===== src/rtl/display_scan_ctrl.sv =====
// Eight-digit multiplexed hex display scanner. It holds a 32-bit value, steps through the
// nibbles one slot at a time, and applies dead time plus leading-zero blanking.
module display_scan_ctrl #(
    parameter int PRESCALE     = 50000,
    parameter int BLANK_CYCLES = 2,
    parameter int LZ_BLANK     = 1
) (
    input  logic        clk,
    input  logic        rst_n,
    input  logic [31:0] data_in,
    input  logic        load,
    output logic        load_ack,
    input  logic        hold,
    output logic [7:0]  an_n,
    output logic [3:0]  digit,
    output logic        blank,
    output logic        frame_start
);

    localparam int              CW       = (PRESCALE > 1) ? $clog2(PRESCALE) : 1;
    localparam logic [CW-1:0]   CNT_MAX  = CW'(PRESCALE - 1);
    localparam logic [CW-1:0]   BLANK_CW = CW'(BLANK_CYCLES);

    logic [CW-1:0] cnt, next_cnt;
    logic [2:0]    idx, next_idx;
    logic [31:0]   disp_reg, next_disp;
    logic [31:0]   shadow;
    logic          pending;

    logic          tick;
    logic          boundary;
    logic          transfer;
    logic          lz_zero;
    logic          blank_d;
    logic [7:0]    an_n_d;
    logic [3:0]    digit_d;

    // Load handshake: load is a one-cycle request that may repeat before it is honoured
    // (the last data wins); load_ack pulses once, on the frame where that data first shows.
    always_comb begin
        tick      = (cnt == CNT_MAX);
        boundary  = tick && (idx == 3'd7);
        transfer  = boundary && (pending || load) && !hold;
        next_cnt  = tick ? '0 : cnt + 1'b1;
        next_idx  = tick ? idx + 3'd1 : idx;
        next_disp = disp_reg;
        if (transfer) begin
            next_disp = load ? data_in : shadow;
        end
    end

    // Outputs are computed from the post-edge slot so they line up with idx and cnt.
    always_comb begin
        lz_zero = ((next_disp >> {next_idx, 2'b00}) == 32'd0);
        blank_d = (next_cnt < BLANK_CW) ||
                  ((LZ_BLANK != 0) && (next_idx != 3'd0) && lz_zero);
        an_n_d  = blank_d ? 8'hFF : ~(8'b1 << next_idx);
        digit_d = next_disp[{next_idx, 2'b00} +: 4];
    end

    always_ff @(posedge clk or negedge rst_n) begin
        if (!rst_n) begin
            cnt      <= '0;
            idx      <= 3'd0;
            disp_reg <= 32'd0;
            shadow   <= 32'd0;
            pending  <= 1'b0;
        end else begin
            cnt      <= next_cnt;
            idx      <= next_idx;
            disp_reg <= next_disp;
            if (load) begin
                shadow <= data_in;
            end
            if (transfer) begin
                pending <= 1'b0;
            end else if (load) begin
                pending <= 1'b1;
            end
        end
    end

    always_ff @(posedge clk or negedge rst_n) begin
        if (!rst_n) begin
            an_n        <= 8'hFF;
            digit       <= 4'd0;
            blank       <= 1'b1;
            load_ack    <= 1'b0;
            frame_start <= 1'b0;
        end else begin
            an_n        <= an_n_d;
            digit       <= digit_d;
            blank       <= blank_d;
            load_ack    <= transfer;
            frame_start <= boundary;
        end
    end

endmodule


===== config.mk =====
export PLATFORM = sky130hd
export DESIGN_NAME = display_scan_ctrl
export DESIGN_NICKNAME = d
export VERILOG_FILES = /design/src/rtl/display_scan_ctrl.sv
export SDC_FILE = /design/constraint.sdc
export NUM_CORES = 1
export LEC_CHECK = 0
export ABC_AREA = 1
export CELL_PAD_IN_SITES_DETAIL_PLACEMENT = 0
export CELL_PAD_IN_SITES_GLOBAL_PLACEMENT = 1
export CORE_UTILIZATION = 38
export DETAILED_ROUTE_END_ITERATION = 7
export HOLD_SLACK_MARGIN = 0.12
export PLACE_DENSITY = 0.84
export SLEW_MARGIN = 20
export SYNTH_ARGS = -nofsm -noshare
export SYNTH_HDL_FRONTEND = slang
export SYNTH_SLANG_ARGS = --single-unit

===== constraint.sdc =====
create_clock -name clk -period 2.3 [get_ports clk]
set_input_delay 0.46 -clock clk [delete_from_list [all_inputs] [get_ports clk]]
set_output_delay 0.46 -clock clk [all_outputs]
set_load 0.02 [all_outputs]

Word level (Yosys, flattened, before mapping)
Cells that the tools add are included.
{"block": "totals", "wordCells": 36, "ff_bits": 99, "inputBits": 36}
{"block": "op_classes", "n_bitwise": 1, "n_addsub": 2, "n_mux": 7, "n_eq_ne": 2, "reduce_logical": 10, "shift": 3, "order_cmp": 1}
{"operator": "$mux W32", "count": 2}
{"operator": "$logic_not A32 Y1", "count": 1}
{"operator": "$shiftx A32 B6 Y4", "count": 1}
{"operator": "$shr A32 B5 Y32", "count": 1}
{"operator": "$add A16 B1 Y16 const B", "count": 1}
{"operator": "$eq A16 B16 Y1 const B", "count": 1}
{"operator": "$lt A16 B2 Y1 const B", "count": 1}
{"operator": "$mux W16", "count": 1}
{"operator": "$mux W8", "count": 1}
{"operator": "$not A8 Y8", "count": 1}
{"operator": "$shl A1 B3 Y8 const A", "count": 1}
{"operator": "$logic_and A1 B1 Y1", "count": 4}
{"operator": "$add A3 B1 Y3 const B", "count": 1}
{"operator": "$eq A3 B3 Y1 const B", "count": 1}
{"operator": "$mux W3", "count": 1}
{"operator": "$reduce_bool A3 Y1", "count": 1}
{"operator": "$logic_or A1 B1 Y1", "count": 2}
{"operator": "$mux W1", "count": 2}
{"operator": "$reduce_bool A2 Y1", "count": 1}
{"operator": "$logic_not A1 Y1", "count": 1}

Longest topological paths before layout
Gate-level depths: netlist (run 1).
{"block": "logic_depth", "word_depth": 10, "ltp_mapped": 18, "ltp_nobuf": 18}

Worst setup path before layout (run 1)
Ideal clock, no wire load.
{"block": "synth_timing", "kind": "reg-to-reg", "start": "reg cnt[0]", "end": "reg an_n[0]", "stages_incl_launch_ff": 15, "n_path_buf": 0, "setup_time_ns": 0.069, "setup_slack_ns": -0.040, "required_time_ns": 2.231, "arrival_ns": 2.270, "cell_sequence": "dfrtp_1 -> ha_1 -> nand3_2 -> nor2_2 -> inv_2 -> nor2_2 -> nand2_2 -> nor2_2 -> nand2_1 -> xor2_1 -> inv_1 -> or2_2 -> nor3_1 -> nand3_1 -> nand3_1"}
{"block": "synth_via", "elab_cells_between_ends": 17}
{"item": "from (decl)", "line_no": "24", "source": "logic [CW-1:0] cnt, next_cnt;"}
{"item": "from (signal assigned)", "line_no": "69", "source": "cnt <= next_cnt;"}
{"item": "$add A16 B1 Y16 / $eq A16 B16 Y1 (equally long branches)", "line_no": "44, 41"}
{"item": "$mux W16 (*)", "line_no": "44", "source": "next_cnt = tick ? '0 : cnt + 1'b1;"}
{"item": "named net next_cnt[12]", "line_no": "24"}
{"item": "$lt A16 B2 Y1 (*)", "line_no": "55", "source": "blank_d = (next_cnt < BLANK_CW) ||"}
{"item": "$logic_or A1 B1 Y1 (*)", "line_no": "55"}
{"item": "$mux W8 (*)", "line_no": "57", "source": "an_n_d = blank_d ? 8'hFF : ~(8'b1 << next_idx);"}
{"item": "named net an_n_d[0]", "line_no": "35", "source": "logic [7:0] an_n_d;"}
{"item": "to (signal assigned)", "line_no": "91", "source": "an_n <= an_n_d;"}
{"item": "to (decl)", "line_no": "14", "source": "output logic [7:0] an_n,"}
The timed path passes the listed nets; every way through them passes the cells marked *.
A chain may end at the register's enable or synchronous reset.

Worst setup path after layout (run 1)
{"block": "layout_timing", "start": "reg cnt[1]", "end": "reg an_n[7]"}
{"block": "layout_via", "elab_chain_cells": 10, "elab_cells_between_ends": 17}
{"item": "branches (longest 9 deep; another with $add A16 B1 Y16)"}
{"item": "$mux W8 (*)", "line_no": "57"}
{"item": "named net an_n_d[7]", "line_no": "35"}
Mark *: on every way through the listed nets, which the timed path passes.

==> results of run 1 <==
timing repair:
item	in CTS	in global routing
cloned	5	1
endpoints found under the setup margin	10	13
pin swaps	18	16
resized for setup	53	68
hold endpoints to repair	9	0
hold buffers	1	0
buffers inserted	13	8
worst min-delay path: stages, from the launching register on:
cell and delay (ps):
dfrtp_1 320, o21ai_1 60, inv_1 50
stage by stage:
step                      utilization  hold slack (ps)  worst slack, ps  std cells  total power [W]
after floorplan                     -              164             16.7        643          0.00191
after global placement          0.489              456             -477        918          0.00206
after detailed placement        0.489              458             -544        918          0.00206
after CTS                       0.545              475            -66.1        953          0.00368
after global routing            0.569              496             -294        961          0.00378
final                           0.569              468             -178        961          0.00366
per-layer routing:
layer | global-route usage | wire [um] | vias up
met5 | 0 | 0 | -
met4 | 0.0759 | 239 | 0
met3 | 0.0520 | 611 | 22
met2 | 0.399 | 7470 | 113
met1 | 0.259 | 5960 | 2250
li1 | - | - | 2313
kinds of logic (layout without fill, tap and decap cells):
| logic type | Yosys count | after routing | share of synthesized area |
|---|---|---|---|
| adder cells (fa/ha/maj) | 3 | 3 | 0.00745 |
| AO/OA/AOI/OAI | 35 | 35 | 0.0417 |
| buffers and inverters | 105 | 248 | 0.0896 |
| multiplexers | 2 | 2 | 0.00397 |
| flip-flops | 99 | 99 | 0.494 |
| AND/OR/NAND/NOR | 396 | 399 | 0.358 |
| XOR/XNOR | 3 | 3 | 0.00521 |
placed cells by master, fill, tap and decap left out, drive strengths merged, types with 3 or more instances in the layout:
master and count:
nor3 7, dfstp 9, nand4 30, nand3 55
a21oi 4, ha 3, clkdlybuf4s50 48, buf 101
o21ai 24, dfrtp 90, xor2 3, nand2 229
clkbuf 14, inv 80, o211ai 4, nor2 63
or2 12
cell type report:
| cell class | instances | area [um^2] | area share |
|---|---|---|---|
| clock buffers | 14 | 254 | 0.0350 |
| clock inverters | 2 | 60.1 | 0.00826 |
| inverters | 81 | 308 | 0.0424 |
| multi-input cells | 442 | 2520 | 0.347 |
| flip-flops and latches | 99 | 2490 | 0.342 |
| well taps | 172 | 215 | 0.0296 |
| repair buffers | 151 | 1420 | 0.195 |
how the worst max path moves through the flow:
stage / from / slack (ps) / depth (start not counted) / endpoint
2_1_floorplan: cnt[0] / 20 / 14 / an_n[0]
3_3_place_gp: load / -480 / 16 / an_n[1]
3_5_place_dp: load / -540 / 15 / an_n[2]
4_1_cts: cnt[1] / -70 / 17 / an_n[7]
5_1_grt: cnt[11] / -290 / 17 / an_n[7]
6_report: cnt[1] / -180 / 14 / an_n[7]
power groups by stage:
stage	Combinational, W	Sequential, W	Clock (W)
after floorplan	0.0000814	0.00183	0
after global placement	0.000222	0.00184	0
after detailed placement	0.000226	0.00184	0
after CTS	0.000230	0.00180	0.00165
after global routing	0.000254	0.00181	0.00172
final	0.000226	0.00180	0.00163
==> results.md, run 1 <==
- Worst flop-to-flop path startpoint: cnt[1]
- Most common cell in the netlist: nand2_1
- Leakage: about 3.7 nW
- Internal power: about 0.0029 W
- Global Route Usage Sum: 0.222
- Die width: between 100 and 150 um
- Clock-pin slew on the worst setup and hold paths: approximately 70 ps
- IO Pins: about 50
- Reg-to-Reg End: an_n[7]
- CP required: between 2000 and 3000 ps
- Hold Fails Final Rpt: 0
- Post-DRT Antenna Nets: 0
- Logic pwr share: 0.062
- Nets: slightly above 800
- Power density over cell area: around 500 nW/um^2
- Die area: roughly 14000 um^2
- Setup violations, final: 10
- Peak VDD IR: approximately 0.35 mV
- Via count of the first global-routing pass: 4804
- Worst setup SP type: flop
- Failing checks: negative setup slack
- Synth unique cells: 38
- Post-synthesis sequential area ratio: 0.494
- Post-Route Setup TNS: -1430 ps
- Hold path depth: 2
- Post-Syn Nets: roughly 680
- CTS max path bufs: 2
- Count of flip-flops with a built-in enable after synthesis: 0
- HP Start: shadow[30]
- Clk network pwr share: 0.445
- Worst-path cell chain: ha_4, nand3_4, buf_6, nor2_4, nand2_4, o21ai_4, buf_6, inv_4, buf_4, nor2_1, nor2_2, nor2_4, nand3_2, nand3_1
- Yosys warns: 0
- 1st-pass router iterations: 5
- Largest net degree at the start of global routing: 40
- Worst hold path endpoint: shadow[30]
- Crit end category: flop
- Top_reg_cell synth: dfrtp_1
- Area Growth Syn to Fin: 44.2%
- Unrepaired setup endpoints after global routing: true
- Least-Margin Pin Slew: ~570 ps
- First-pass GRT wire length: 22900 um
- TritonCTS Buffers: 9
- # port buffers: 50
- Clock Latency Late Sink: roughly 350 ps
- Worst Path Max Fanout: 7
- Fin Clk Skew: between 6 and 7 ps
- CP delay by family, top: simple AND/OR/NAND/NOR gates
- R2R Setup Slk: -180 ps
- Die height: about 120 um
- Final Critical Period: roughly 2500 ps
- Final Cell Area: roughly 7300 um^2
- Total grt overflow: 0
- Max incr delay on CP: 390 ps
- Initial Util: 0.395
- WL/cell: around 15 um
- Fin crit share: 1.08
- Worst EP arrival: around 2800 ps
- Outcome: finished with violations
- Reg2Reg Depth: 14
- Max-cap violation count: 0
- Final HPWL DP: about 9600 um
- NetSw: slightly below 0.0008 W
- Root Buffer: clkbuf_16
- Area contributors post-synth: dfrtp_1 (45%), nand2_1 (17%), inv_1 (5.4%)
- DR iter-0 viols: around 290
- CTS tree: done
- Switching Share: 0.213
- Via count: 4698
- Worst slew margin: 0.621
- Fmax: between 400 and 500 MHz
- CTS sink cnt: between 90 and 100
- Final worst slack: -178 ps
- Slowest cell on crit path: dfrtp_1
- Row count: 41
- WP buf/inv: 4
- Critical path type: reg2reg
- Hold Crit Class: reg2reg
- Syn Inst Count: approximately 640
- Syn_area_per_cell: between 7 and 8 um^2
- Vias per inst: 4.89
- Placed instance area: 6250 um^2
- Pins Over Slew Limit: 0
- Global placement routability congestion: 0.863
- H-Tree Depth: 3
- Layout cells sized above 1: 0.323
- Part of the power in registers: 0.493
- Post-synth ARST share: 1.00
- Core box area: 12800 um^2
- DRC violations left: 0
- FF+latch count, synth: approximately 100
- Diodes inserted: 0
- Area of the mapped netlist: 5040 um^2
- # fillers: between 1000 and 1500
- Initial antenna violation count: 0
- Post-synth top area share: 0.447
- Commonest cells post-synth: nand2_1 (222), dfrtp_1 (90), inv_1 (72)
- Routed wire length: around 14000 um
- Synth area leader: dfrtp_1
(Power assumes the default switching activity.)
==> run 2: changes to the inputs <==
--- a/config.mk
+++ b/config.mk
@@ -6,12 +6,10 @@
 export NUM_CORES = 1
 export LEC_CHECK = 0
 export ABC_AREA = 1
-export CELL_PAD_IN_SITES_DETAIL_PLACEMENT = 0
-export CELL_PAD_IN_SITES_GLOBAL_PLACEMENT = 1
-export CORE_UTILIZATION = 38
+export CORE_UTILIZATION = 52
 export DETAILED_ROUTE_END_ITERATION = 7
 export HOLD_SLACK_MARGIN = 0.12
-export PLACE_DENSITY = 0.84
+export PLACE_DENSITY = 0.85
 export SLEW_MARGIN = 20
 export SYNTH_ARGS = -nofsm -noshare
 export SYNTH_HDL_FRONTEND = slang
==> run 2 against run 1 <==
The run still ends with negative setup slack left. Clock skew increased by 11 ps. Clock power decreased by 23%. Worst hold slack improved by 14 ps. Sequential power about the same. Wire length increased by 26%. Cell count decreased by 4.2%. Via count increased by 14%. Highest routed layer unchanged. First-iteration DRC count increased by 110%.
==> results.md, run 2 (same netlist as run 1, synthesis figures left out) <==
- Layout cells sized above 1: 0.311
- Global placement routability congestion: 0.960
- Power density over cell area: between 400 and 500 nW/um^2
- Setup violations, final: 13
- TritonCTS Buffers: 9
- Hold Fails Final Rpt: 0
- Placed Cells: 879
- Peak VDD IR: between 0.3 and 0.4 mV
- Clock-pin slew on the worst setup and hold paths: 100 ps
- Setup crit start: cnt[10]
- Fin crit share: 1.23
- Vias per inst: 5.83
- Max incr delay on CP: roughly 450 ps
- Most frequent CP cell: nand2_1
- CTS tree: done
- Die area: 10100 um^2
- Unrepaired setup endpoints after global routing: true
- Area Growth Syn to Fin: 39.1%
- Initial Util: 0.540
- Row count: 35
- Global Route Usage Sum: 0.334
- DR iter-0 viols: between 500 and 600
- Worst slew margin: 0.700
- CTS sink cnt: just under 100
- Final worst slack: -529 ps
- Max-cap violation count: 0
- Overall power: ~0.0033 W
- Failing checks: negative setup slack
- Via count: 5373
- Nets: 826
- Post-DRT Antenna Nets: 0
- Diodes inserted: 0
- WHS: approximately 480 ps
- Final Non-Filler Cells: ~920
- Clock Latency Late Sink: around 380 ps
- Worst flop-to-flop path startpoint: cnt[10]
- # port buffers: 50
- Core box area: slightly above 9000 um^2
- Least-Margin Pin Slew: 450 ps
- Leading cell type in the layout, fill and taps excluded: nand2_1
- CTS max path bufs: 2
- Pins Over Slew Limit: 0
- Worst Path Max Fanout: 8
- Slowest cell on crit path: dfrtp_1
- Fmax: ~350 MHz
- HP Start: shadow[17]
- DRC violations left: 0
- CP required: 2590 ps
- Worst EP arrival: approximately 3100 ps
- Largest net degree at the start of global routing: 45
- Die height: roughly 100 um
- Leakage: 3.61 nW
- 1st-pass router iterations: 8
- Initial antenna violation count: 0
- Hold Crit Class: reg2reg
- Worst-path cell chain: nor2_1, nand2_1, inv_2, nand2_2, nor2_4, buf_6, buf_6, nand4_1, nand2_1, buf_4, nor2_1, nand2_1, nand2_1, nand3_1, nor2_1, nand2_1, nand2_2, nand3_4, nand3_2
- Outcome: finished with violations
- Most frequent cells in the layout: nand2_1 (202), buf_4 (95), dfrtp_1 (90)
- Final Critical Period: about 2800 ps
- WL/cell: slightly below 20 um
- Worst setup SP type: flop
- Routed wire length: approximately 18000 um
- Root Buffer: clkbuf_8
- Via count of the first global-routing pass: around 5300
- IO Pins: 51
- Crit end category: flop
- Place WS: -505 ps
- H-Tree Depth: 3
- First-pass GRT wire length: 25500 um
- Critical path type: reg2reg
- Fin Clk Skew: about 17 ps
- Final HPWL DP: a little over 10000 um
- Total grt overflow: 0
- Die width: between 100 and 150 um
==> run 2: final cells by class <==
| class | instances | area (um^2) |
|---|---|---|
| Clock inverter | 6 | 88.8 |
| Multi-Input combinational cell | 442 | 2480 |
| Clock buffer | 10 | 128 |
| Inverter | 81 | 305 |
| Fill cell | 603 | 2320 |
| Sequential cell | 99 | 2490 |
| Timing Repair Buffer | 154 | 1360 |
| Tap cell | 129 | 161 |
==> run 2: metrics by stage <==
step           setup TNS [ps]  area (um^2)  utilization
6_report                -4640         7010        0.752
2_1_floorplan               0         5050            -
4_1_cts                  -598         6720        0.720
5_1_grt                 -5880         7010        0.752
3_3_place_gp            -4820         6220        0.667
3_5_place_dp            -5280         6220        0.667
==> run 2: where the power goes <==
| group | leakage [nW] | internal [W] | switching (W) |
|---|---|---|---|
| clock | 0.103 | 0.000616 | 0.000647 |
| combinational | 2.32 | 0.000100 | 0.000129 |
| sequential | 1.19 | 0.00179 | 0.0000151 |
==> run 2: critical path: cells and delay by family (launching register included) <==
kind / cells / cell delay, ps
AND/OR/NAND/NOR: 15 / 1700
flip-flops: 1 / 450
buffers and inverters: 4 / 580
==> run 2: repair_timing <==
| item | in CTS | in global routing |
|---|---|---|
| endpoints found under the setup margin | 13 | 13 |
| setup buffers | 12 | 11 |
| hold buffers | 1 | 0 |
| resized for setup | 37 | 57 |
| endpoints found under the hold margin | 21 | 0 |
| gates cloned | 3 | 0 |
| pin swaps | 14 | 29 |
==> run 2: worst paths after layout <==
kind,endpoint,slack [ps],cells after the start
max,an_n[5],-530,19
max in group asynchronous,cnt[9],1050,3
min,shadow[17],480,2
min reg2reg,shadow[17],480,2
max reg2reg,an_n[5],-530,19
min in group asynchronous,shadow[3],580,2
==> run 2: routing by layer <==
layer,global-route usage,part of all wire,vias up
met2,0.577,0.49,398
li1,-,-,2311
met3,0.0717,0.091,141
met1,0.369,0.34,2523
met5,0,0,-
met4,0.229,0.079,0
